`config.mk`:
```
export PLATFORM = sky130hd
export DESIGN_NAME = operand_fetch
export DESIGN_NICKNAME = d
export VERILOG_FILES = /design/src/rtl/operand_fetch.sv
export SDC_FILE = /design/constraint.sdc
export NUM_CORES = 1
export LEC_CHECK = 0
export CAP_MARGIN = 5
export CORE_MARGIN = 1
export CORE_UTILIZATION = 44
export CTS_CLUSTER_DIAMETER = 200
export DETAILED_ROUTE_END_ITERATION = 16
export PLACE_DENSITY = 0.67
export SYNTH_ARGS = -nofsm -noshare
export SYNTH_HDL_FRONTEND = slang
export SYNTH_HIERARCHICAL = 1
export SYNTH_SLANG_ARGS = --single-unit
export TNS_END_PERCENT = 20
```
`constraint.sdc`:
```
create_clock -name clk -period 3.8 [get_ports clk]
set_input_delay 0.76 -clock clk [delete_from_list [all_inputs] [get_ports clk]]
set_output_delay 0.76 -clock clk [all_outputs]
set_load 0.01 [all_outputs]
```
`src/rtl/operand_fetch.sv`:
```
// operand_fetch -- operand-fetch stage of the 8-bit CPU datapath.
//
// Holds the NREGS x WIDTH general register bank. Each accepted request reads
// two registers (with write-first bypass from the writeback port) into a
// one-deep output buffer that is drained with a valid/ready handshake.
//
// Ports:
//   clk, rst            rising-edge clock, synchronous active-high reset
//   wrEn/wrAddr/wrData  writeback port (independent of the handshake)
//   reqValid/reqReady   fetch request handshake
//   rdAddrA/rdAddrB     source register indices
//   outValid/outReady   output buffer handshake
//   opA/opB             buffered operand pair

// One read port: register bank lookup with same-cycle write bypass.
module operand_fetch_rdport #(
  parameter int WIDTH  = 8,
  parameter int NREGS  = 4,
  parameter int ADDR_W = 2
) (
  input  logic [NREGS-1:0][WIDTH-1:0] regs,
  input  logic                        wrEn,
  input  logic [ADDR_W-1:0]           wrAddr,
  input  logic [WIDTH-1:0]            wrData,
  input  logic [ADDR_W-1:0]           rdAddr,
  output logic [WIDTH-1:0]            rdData
);
  assign rdData = (wrEn && (wrAddr == rdAddr)) ? wrData : regs[rdAddr];
endmodule

module operand_fetch #(
  parameter int WIDTH  = 8,
  parameter int NREGS  = 4,
  parameter int ADDR_W = 2
) (
  input  logic              clk,
  input  logic              rst,
  input  logic              wrEn,
  input  logic [ADDR_W-1:0] wrAddr,
  input  logic [WIDTH-1:0]  wrData,
  input  logic              reqValid,
  output logic              reqReady,
  input  logic [ADDR_W-1:0] rdAddrA,
  input  logic [ADDR_W-1:0] rdAddrB,
  output logic              outValid,
  input  logic              outReady,
  output logic [WIDTH-1:0]  opA,
  output logic [WIDTH-1:0]  opB
);
  localparam int NPORTS = 2;

  typedef enum logic {EMPTY = 1'b0, FULL = 1'b1} bufState_t;

  bufState_t state, stateNext;
  logic      accept, loadOps;

  logic [NREGS-1:0][WIDTH-1:0]  regs;
  logic [NPORTS-1:0][ADDR_W-1:0] rdAddr;
  logic [NPORTS-1:0][WIDTH-1:0]  rdData;
  logic [NPORTS-1:0][WIDTH-1:0]  opBuf;

  // reqReady depends only on buffer state and outReady, never on reqValid.
  assign reqReady = (state == EMPTY) || outReady;
  assign accept   = reqValid && reqReady && !rst;
  assign outValid = (state == FULL);

  always_comb begin
    stateNext = state;
    loadOps   = 1'b0;
    case (state)
      EMPTY: if (accept) begin
        stateNext = FULL;
        loadOps   = 1'b1;
      end
      FULL: if (outReady) begin
        // Consumed this cycle: refill back-to-back or drain.
        if (accept) loadOps   = 1'b1;
        else        stateNext = EMPTY;
      end
      default: stateNext = EMPTY;
    endcase
  end

  always_ff @(posedge clk) begin
    if (rst) state <= EMPTY;
    else     state <= stateNext;
  end

  // Register bank write port; runs regardless of buffer state.
  always_ff @(posedge clk) begin
    if (rst)       regs         <= '0;
    else if (wrEn) regs[wrAddr] <= wrData;
  end

  assign rdAddr = {rdAddrB, rdAddrA};

  for (genvar g = 0; g < NPORTS; g++) begin : gRd
    operand_fetch_rdport #(
      .WIDTH (WIDTH),
      .NREGS (NREGS),
      .ADDR_W(ADDR_W)
    ) uRd (
      .regs  (regs),
      .wrEn  (wrEn),
      .wrAddr(wrAddr),
      .wrData(wrData),
      .rdAddr(rdAddr[g]),
      .rdData(rdData[g])
    );
  end

  // Operands are a snapshot taken at accept; later writes do not touch them.
  always_ff @(posedge clk) begin
    if (rst)          opBuf <= '0;
    else if (loadOps) opBuf <= rdData;
  end

  assign opA = opBuf[0];
  assign opB = opBuf[1];
endmodule
```
## After elaboration in Yosys (flattened, before gate mapping)

Cells that the tools add are included.

- Memories: 0
- Register bits: 49
- Output and inout bits: 18
- Memory bits (writable): 0
- Bits in latches: 0
- Bits of input ports: 19
- Memory bits (read-only): 0
- Word-level logic and storage cells: 35

- Bitwise gates (word level): 1
- Reductions and logical operators: 7
- $lt $le $gt $ge: 4
- $add $sub $neg: 0
- Equality and inequality tests: 2
- Shift-type cells: 0
- Div/mod/pow operators: 0
- Multipliers: 0
- Mux-type cells: 14

Operators by type and width:

| kind | count |
|---|---|
| 8-bit 2-to-1 mux | 5 |
| 8-bit binary-select mux with 2-bit select | 2 |
| 32-bit bitwise mux | 1 |
| 8-bit demux with 2-bit select | 1 |
| 2-bit by 3-bit less-than comparator with 1-bit output (second input constant) | 3 |
| 1-bit logical AND | 5 |
| 2-bit equality test | 2 |
| 1-bit one-hot mux with 2 select lines | 2 |
| 1-bit 2-to-1 mux | 3 |
| 2-bit by 1-bit greater-or-equal comparator with 1-bit output (second input constant) | 1 |
| 1-bit zero test | 1 |
| 1-bit logical OR | 1 |
| 1-bit inverter | 1 |

## Longest topological paths before layout

Gate-level depths: netlist (run 1).

- Depth after elaboration: 7
- Gate-level depth with buffers: 6
- Depth with buffers taken out: 5

## By module

The synthesis (run 1) kept the hierarchy.

By module, submodules not included:

| module | cells an instance | area each (um^2) | sequential area each (um^2) | times used |
|---|---|---|---|---|
| operand_fetch | 224 | 1,905.6 | 980.9 | 1 |
| operand_fetch_rdport | 21 | 366.6 | 0.0 | 2 |

## Least setup slack after synthesis (run 1)

OpenSTA, ideal clock, no wires.

- Kind: in2out
- Start: input port outReady
- End: output port reqReady
- Required time: 3.040 ns
- Path buffers: 2
- Path slack: 1.841 ns
- Stages: 3
- Data arrival time: 1.199 ns
- Cell sequence: nand2b_1 -> buf_2 -> buf_2

- Longest elaborated chain between the ends: 1

Ends and longest elaborated chain:

| what | line | source |
|---|---|---|
| start, declared | 46 | `input logic outReady,` |
| 1-bit logical OR | 63 | `assign reqReady = (state == EMPTY) \|\| outReady;` |
| end, declared | 42 | `output logic reqReady,` |

Every way passes these cells.

## Worst setup path in the final report (run 1)

Same ends and word-level chain as after synthesis.

==> impl_metrics.json, run 1 <==
{
  "intPower_mw": 0.833,
  "critPathCaptureType": "output port",
  "gr-total-overflow": 0,
  "cts_hold_buf": 0,
  "power_density_nw_per_um2": 358,
  "start_util": 0.468,
  "dieHeight_um": 79.4,
  "clk_latency_ns": 0.31,
  "tns_ns": 0,
  "drt-total-wl_um": 5530,
  "rsz0062_at_grt": "no",
  "dp_hpwl_um": 4000,
  "clock-sinks": 49,
  "drv_slew": 0,
  "swShare": 0.242,
  "cts_tree": "done",
  "syn2layout_area_growth_pct": 16.5,
  "io_buffers": 36,
  "die_w_um": 79.4,
  "worstSetupPathType": "in -> out",
  "period_share": 0.695,
  "grt_pass1_wl_um": 8850,
  "hold_class": "reg -> reg",
  "dp_slack_ns": 0.962,
  "status": "finished, final reports clean",
  "fin_crit_ns": 2.64,
  "ios": 37,
  "cts.repair.resized": 0,
  "yosys_warnings": 6,
  "ir_drop_mv": 0.163,
  "final.fill_count": 488,
  "yosysUniqueCellTypes": 21,
  "numCtsBuffers": 5,
  "avgViaCountPerCell": 5.43,
  "antennaDiodeCount": 0,
  "final_cell_mix": "64 x nand2_1, 49 x a21oi_1, 49 x dfxtp_1, 36 x clkdlybuf4s50_1, 17 x nand3_1",
  "drive_gt1_frac": 0.215,
  "initialDrtViolationCount": 80,
  "power_mw": 1.10,
  "cts-root-buf": "clkbuf_8",
  "power_frac_comb": 0.154,
  "gp_congestion": 0.743,
  "h-tree-depth": 2,
  "multi_input_area_um2": 1500,
  "die_area_um2": 6310,
  "setup_viol": 0,
  "antenna_found_initial": 0,
  "yosys_register_bits": 49,
  "final_common_cell": "nand2_1",
  "clock_skew_ns": 0.00732,
  "clkSlewWorstSetupHoldPaths_ns": 0.09,
  "grt_max_degree": 50,
  "regArea_um2": 981,
  "vias": 1956,
  "fin_nets": 306,
  "finalWorstSetupSlack_ns": 1.16,
  "ant_nets": 0,
  "worst_pin_slew_ns": 1.13,
  "crit_fanout": 2,
  "post-route-drc-count": 0,
  "crit_arrival_ns": 1.88,
  "synth_area_leaders": "dfxtp_1 37%, mux4_2 14%, a21oi_1 9.3%",
  "synth_top_area_frac": 0.372,
  "wl_per_cell_um": 15.4,
  "cts_setup_buffers": 0,
  "grtUsageTotal": 0.184,
  "required_ns": 3.04,
  "grt_pass1_vias": 1783,
  "power.static_leakage_nw": 1.09,
  "max_freq_mhz": 379,
  "first_pass_iters": 4,
  "std_cell_rows": 27,
  "start_kind": "input pin",
  "p_clk_frac": 0.352,
  "cts_max_path_buffers": 2,
  "coreArea_um2": 5640,
  "switchingPower_mw": 0.266,
  "yosysTopAreaCell": "dfxtp_1",
  "synth_nets": 285,
  "syn_area_um2": 2640,
  "synth.avg_cell_area_um2": 9.92,
  "pwr-share-seq": 0.494,
  "max_cap_viol_count": 0,
  "hold_viol": 0,
  "slew_headroom": 0.247,
  "seq_area_frac_synth": 0.372,
  "syn_inst": 266
}
[power groups by stage]
stage	combinational (mW)	clock, mW	sequential (mW)
6_report	0.169	0.387	0.543
3_3_place_gp	0.167	0	0.553
4_1_cts	0.170	0.399	0.543
2_1_floorplan	0.119	0	0.553
5_1_grt	0.184	0.423	0.545
3_5_place_dp	0.170	0	0.555
[state kept, by name, summed over array words and instances (netlist names)]
name	cells
outValid	1
opA	8
opB	8
regs	32
[through the flow]
step / instance area, um2 / hold slack, ns / cells / utilization
4_1_cts: 3070 / 0.478 / 360 / 0.545
2_1_floorplan: 2640 / 0.443 / 266 / -
6_report: 3070 / 0.476 / 360 / 0.545
3_3_place_gp: 2950 / 0.452 / 352 / 0.524
5_1_grt: 3070 / 0.499 / 360 / 0.545
3_5_place_dp: 2950 / 0.465 / 352 / 0.524
[kinds of logic after synthesis]
group,Yosys count,synth area share
and+or+nand+nor,91,0.164
AOI/OAI and AO/OA,65,0.154
DFF,49,0.372
muxes,32,0.228
buffers and inverters,25,0.0583
xor gates and xnor gates,4,0.0247
[layout make-up]
class | instances | area share
multi-input cells | 192 | 0.489
flip-flops and latches | 49 | 0.319
repair buffers | 38 | 0.122
well taps | 72 | 0.0293
clock buffers | 6 | 0.0269
clock inverters | 2 | 0.0122
inverters | 1 | 0.00122
[cells in the mapped netlist (all sizes together)]
master	n
and3b	2
nand3	19
inv	1
mux4	16
a21bo	16
mux2	16
xnor2	4
nand2	64
dfxtp	49
and3	1
nand3b	2
buf	19
a21oi	49
clkbuf	5
nor3b	1
or3b	1
nand2b	1
[worst max-delay path: stages]
cell             delay, ns
clkdlybuf4s50_1       0.44
nand2b_1              0.13
clkdlybuf4s50_1       0.54
[path summary, 6_finish.rpt]
check	start	to	slack, ns	cells past startpoint
min	regs[11]	regs[11]	0.48	2
max	outReady	reqReady	1.16	3
min reg2reg	regs[11]	regs[11]	0.48	2
max reg2reg	regs[18]	opA[2]	2.41	4
[layer usage]
layer | GRT usage | vias to the layer above | routed length [um]
li1 | - | 975 | -
met1 | 0.246 | 932 | 2610
met2 | 0.293 | 40 | 2660
met3 | 0.0469 | 9 | 202
met4 | 0.0545 | 0 | 66
met5 | 0 | - | 0
Note: power is estimated with default switching activity, not from simulation.
==> run 2, diff against run 1 <==
- PLACE_DENSITY: 0.67 -> 0.69
- clock period: 3.8 -> 2.4 ns (I/O delays scaled with it)
==> run 2 against run 1 <==
Register-to-register slack got worse by 1.4 ns. Sequential power grew 58%. Highest routed layer unchanged. Non-clock buffer count rose by 7. Core utilization rose by 1.7 points. Combinational power rose by 68%. Critical path type unchanged.
==> impl_metrics.json, run 2 (same netlist as run 1, synthesis figures left out) <==
{
  "antenna_found_initial": 0,
  "final_cell_mix": "64 x nand2_1, 49 x a21oi_1, 49 x dfxtp_1, 36 x clkdlybuf4s50_1, 17 x nand3_1",
  "dp_hpwl_um": 3960,
  "fin_util": 0.562,
  "hold_viol": 0,
  "h-tree-depth": 2,
  "place_area_um2": 3030,
  "crit_arrival_ns": 1.62,
  "initialDrtViolationCount": 113,
  "required_ns": 1.92,
  "largest_reg_flops": 32,
  "critPathCaptureType": "output port",
  "rrSetupSlack_ns": 1.05,
  "cp-startpoint": "outReady",
  "slew_headroom": 0.666,
  "worst_pin_slew_ns": 0.501,
  "setup_viol": 0,
  "cts_max_path_buffers": 2,
  "finalWorstSetupSlack_ns": 0.296,
  "antennaDiodeCount": 0,
  "avgViaCountPerCell": 5.45,
  "crit_fanout": 2,
  "hold_class": "reg -> reg",
  "status": "finished, final reports clean",
  "drt-total-wl_um": 5580,
  "final_common_cell": "nand2_1",
  "grtUsageTotal": 0.193,
  "rr_worst_depth": 4,
  "multi_input_area_um2": 1500,
  "final.fill_count": 504,
  "drive_gt1_frac": 0.234,
  "start_util": 0.468,
  "fin_crit_ns": 2.10,
  "grt_use_met2": 0.306,
  "clk_latency_ns": 0.31,
  "ir_drop_mv": 0.261,
  "dieHeight_um": 79.4,
  "die_w_um": 79.4,
  "wl_per_cell_um": 15.2,
  "cts_hold_buf": 0,
  "use_met1": 0.269,
  "grt_pass1_vias": 1875,
  "first_pass_iters": 4,
  "period_share": 0.877,
  "clock-sinks": 49,
  "max_cap_viol_count": 0,
  "syn2layout_area_growth_pct": 20.1,
  "clkSlewWorstSetupHoldPaths_ns": 0.09,
  "grt_max_degree": 50,
  "numCtsBuffers": 5,
  "max_freq_mhz": 475,
  "post-route-drc-count": 0,
  "power.static_leakage_nw": 1.15,
  "clock_skew_ns": 0.00440,
  "die_area_um2": 6310,
  "cts_tree": "done",
  "cts-root-buf": "clkbuf_8",
  "rsz0062_at_grt": "no",
  "coreArea_um2": 5640,
  "ant_nets": 0,
  "rr_endpoint": "opA[7]",
  "tns_ns": 0,
  "io_buffers": 36,
  "top_usage_layer": "met2",
  "grt_pass1_wl_um": 9410,
  "worstHoldEndpoint": "regs[10]",
  "largest_register": "regs",
  "start_kind": "input pin",
  "cts.repair.resized": 0,
  "hold_start": "regs[10]",
  "power_mw": 1.86,
  "dp_slack_ns": 0.192,
  "vias": 2001,
  "power_density_nw_per_um2": 587,
  "dp_cells": 359,
  "r2r-start": "regs[31]",
  "cts_setup_buffers": 0,
  "final_cell_area_um2": 3170,
  "gr-total-overflow": 0,
  "regArea_um2": 981,
  "worstSetupPathType": "in -> out",
  "drv_slew": 0,
  "ios": 37,
  "gp_congestion": 0.785,
  "std_cell_rows": 27,
  "hold_depth": 2,
  "worst_hold_slack_ns": 0.475,
  "fin_nets": 313,
  "stdcell_count": 367,
  "use_met3": 0.0389
}
run 2: cell count changes in the layout (fill, tap and decap cells not counted), sizes merged:
cell	before	now
inv	1	2
buf	2	9
bufinv	1	2
clkinvlp	1	0
clkbuf	6	5
run 2: how the worst max path moves through the flow:
| stage | to | cells after the start |
|---|---|---|
| 3_5_place_dp | opA[7] | 6 |
| 2_1_floorplan | opA[6] | 5 |
| 6_report | reqReady | 3 |
| 5_1_grt | reqReady | 3 |
| 3_3_place_gp | opB[7] | 6 |
| 4_1_cts | reqReady | 3 |
run 2: critical path, cell delays in order:
cell,delay (ns)
clkdlybuf4s50_1,0.46
nand2b_1,0.14
clkdlybuf4s50_1,0.55
run 2: final cells by class:
cell class	count	share of cell area
Tap cell	72	0.0284
Sequential cell	49	0.310
Clock buffer	5	0.0217
Inverter	1	0.00118
Multi-Input combinational cell	192	0.475
Timing Repair Buffer	45	0.143
Clock inverter	3	0.0217
run 2: layer usage:
| layer | up-vias | routed length, um |
|---|---|---|
| met3 | 6 | 281 |
| li1 | 990 | - |
| met1 | 947 | 2690 |
| met5 | - | 0 |
| met4 | 0 | 51 |
| met2 | 58 | 2560 |
run 2: where the power goes:
part	switching [mW]	internal [mW]
sequential	0.0188	0.840
combinational	0.132	0.152
clock	0.296	0.420
==> run 3, diff against run 2 <==
- CORE_UTILIZATION: 44 -> 41
- PLACE_DENSITY: 0.69 -> 0.65
==> run 3 against run 2 <==
Routed wire length is 4.9% higher. Global-route usage shrank 0.44 points. Sequential cell count is the same. Maximum frequency rose by 1.2%. Critical endpoint unchanged. First-iteration DRC count shrank 7.1%. Highest routed layer unchanged. Combinational power is 2% higher. Clock power fell by 3.4%. Non-clock buffer count increased by 2. Largest cell class unchanged.
==> impl_metrics.json, run 3 (same netlist as run 1, synthesis figures left out) <==
{
  "max_stage_delay_ns": 0.54,
  "period_share": 0.867,
  "crit_fanout": 2,
  "dieHeight_um": 82.2,
  "coreArea_um2": 6060,
  "cp_cell_sequence": "clkdlybuf4s50_1 -> nand2b_1 -> clkdlybuf4s50_1",
  "antennaDiodeCount": 0,
  "drv_slew": 0,
  "grt_pass1_wl_um": 9400,
  "power_density_nw_per_um2": 578,
  "cp_common_cell": "clkdlybuf4s50_1",
  "cts_max_path_buffers": 2,
  "rr_endpoint": "opA[6]",
  "clkSlewWorstSetupHoldPaths_ns": 0.09,
  "cp_num_cells": 3,
  "fin_crit_ns": 2.08,
  "die_w_um": 82.2,
  "drt-total-wl_um": 5850,
  "antenna_found_initial": 0,
  "post-route-drc-count": 0,
  "avgViaCountPerCell": 5.44,
  "numCtsBuffers": 5,
  "ant_nets": 0,
  "worst_hold_slack_ns": 0.471,
  "worstHoldEndpoint": "regs[23]",
  "final_common_cell": "nand2_1",
  "grt_max_degree": 50,
  "crit_arrival_ns": 1.60,
  "cts_tree": "done",
  "ios": 37,
  "wl_per_cell_um": 15.7,
  "cts_setup_buffers": 0,
  "hold_class": "reg -> reg",
  "dp_slack_ns": 0.191,
  "crit_family": "buffers and inverters",
  "grt_pass1_vias": 1825,
  "drive_gt1_frac": 0.239,
  "clock_skew_ns": 0.00660,
  "cts-root-buf": "clkbuf_8",
  "initialDrtViolationCount": 105,
  "first_pass_iters": 4,
  "ir_drop_mv": 0.292,
  "final_cell_mix": "64 x nand2_1, 49 x a21oi_1, 49 x dfxtp_1, 36 x clkdlybuf4s50_1, 17 x nand3_1",
  "clk_latency_ns": 0.31,
  "power_mw": 1.84,
  "rrSetupSlack_ns": 1.05,
  "start_util": 0.435,
  "largest_reg_flops": 32,
  "gr-total-overflow": 0,
  "io_buffers": 36,
  "status": "finished, final reports clean",
  "cts.repair.resized": 0,
  "die_area_um2": 6760,
  "finalWorstSetupSlack_ns": 0.320,
  "worst_pin_slew_ns": 0.515,
  "start_kind": "input pin",
  "hold_start": "regs[23]",
  "max_cap_viol_count": 0,
  "r2r-start": "regs[22]",
  "vias": 2023,
  "critPathCaptureType": "output port",
  "hold_viol": 0,
  "grtUsageTotal": 0.188,
  "dp_hpwl_um": 4030,
  "hold_depth": 2,
  "h-tree-depth": 2,
  "gp_congestion": 0.788,
  "power.static_leakage_nw": 1.16,
  "crit_slowest_cell": "clkdlybuf4s50_1",
  "fin_nets": 315,
  "max_freq_mhz": 481,
  "slew_headroom": 0.657,
  "tns_ns": 0,
  "final.fill_count": 556,
  "worstSetupPathType": "in -> out",
  "rsz0062_at_grt": "no",
  "cts_hold_buf": 0,
  "syn2layout_area_growth_pct": 20.7,
  "largest_register": "regs",
  "rr_worst_depth": 4,
  "clock-sinks": 49,
  "place_area_um2": 3050,
  "final_cell_area_um2": 3180,
  "std_cell_rows": 28,
  "path_buf_inv": 2,
  "required_ns": 1.92,
  "setup_viol": 0
}
==> run 3: cell types whose count changed in the layout (fill, tap and decap cells not counted), sizes merged <==
cell	delta
inv	-1
buf	+2
clkinv	+1
==> run 3: stage by stage <==
step	cells	util
CTS	372	0.525
global placement	364	0.503
global route	372	0.525
detailed placement	364	0.503
finish	372	0.525
floorplan	266	-
==> run 3: report_power, final <==
part           internal, mW  total, mW  leakage (nW)  switching, mW
Sequential            0.840      0.858         0.398         0.0175
Combinational         0.154      0.291         0.691          0.137
Clock                 0.414      0.692        0.0681          0.278
Total                  1.41       1.84          1.16          0.433
==> run 3: final cells by class <==
cell class	count	area [um2]	area share
clock buffer	5	68.8	0.0216
clock inverter	3	65.1	0.0204
inverter	1	3.75	0.00118
multi-input combinational	192	1500	0.472
sequential	49	981	0.308
tap	75	93.8	0.0295
timing repair buffer	47	468	0.147
==> run 3: worst max-delay path by stage <==
stage	start	end	slack, ns
global placement	rdAddrA[0]	opA[6]	0.21
CTS	outReady	reqReady	0.29
floorplan	rdAddrA[0]	opA[6]	0.78
global route	outReady	reqReady	0.24
detailed placement	rdAddrB[0]	opB[0]	0.19
finish	outReady	reqReady	0.32
==> run 3: tightest hold or removal path: stages, from the launching register on <==
cell and delay, ns:
dfxtp_1 0.33, nand2_1 0.05, a21oi_1 0.05
==> run 3: per-layer routing <==
metal,global-route usage,vias to the layer above,wire (um)
met5,0,-,0
met1,0.257,970,2760
met2,0.305,51,2750
met3,0.0385,8,282
li1,-,994,-
met4,0.0456,0,61
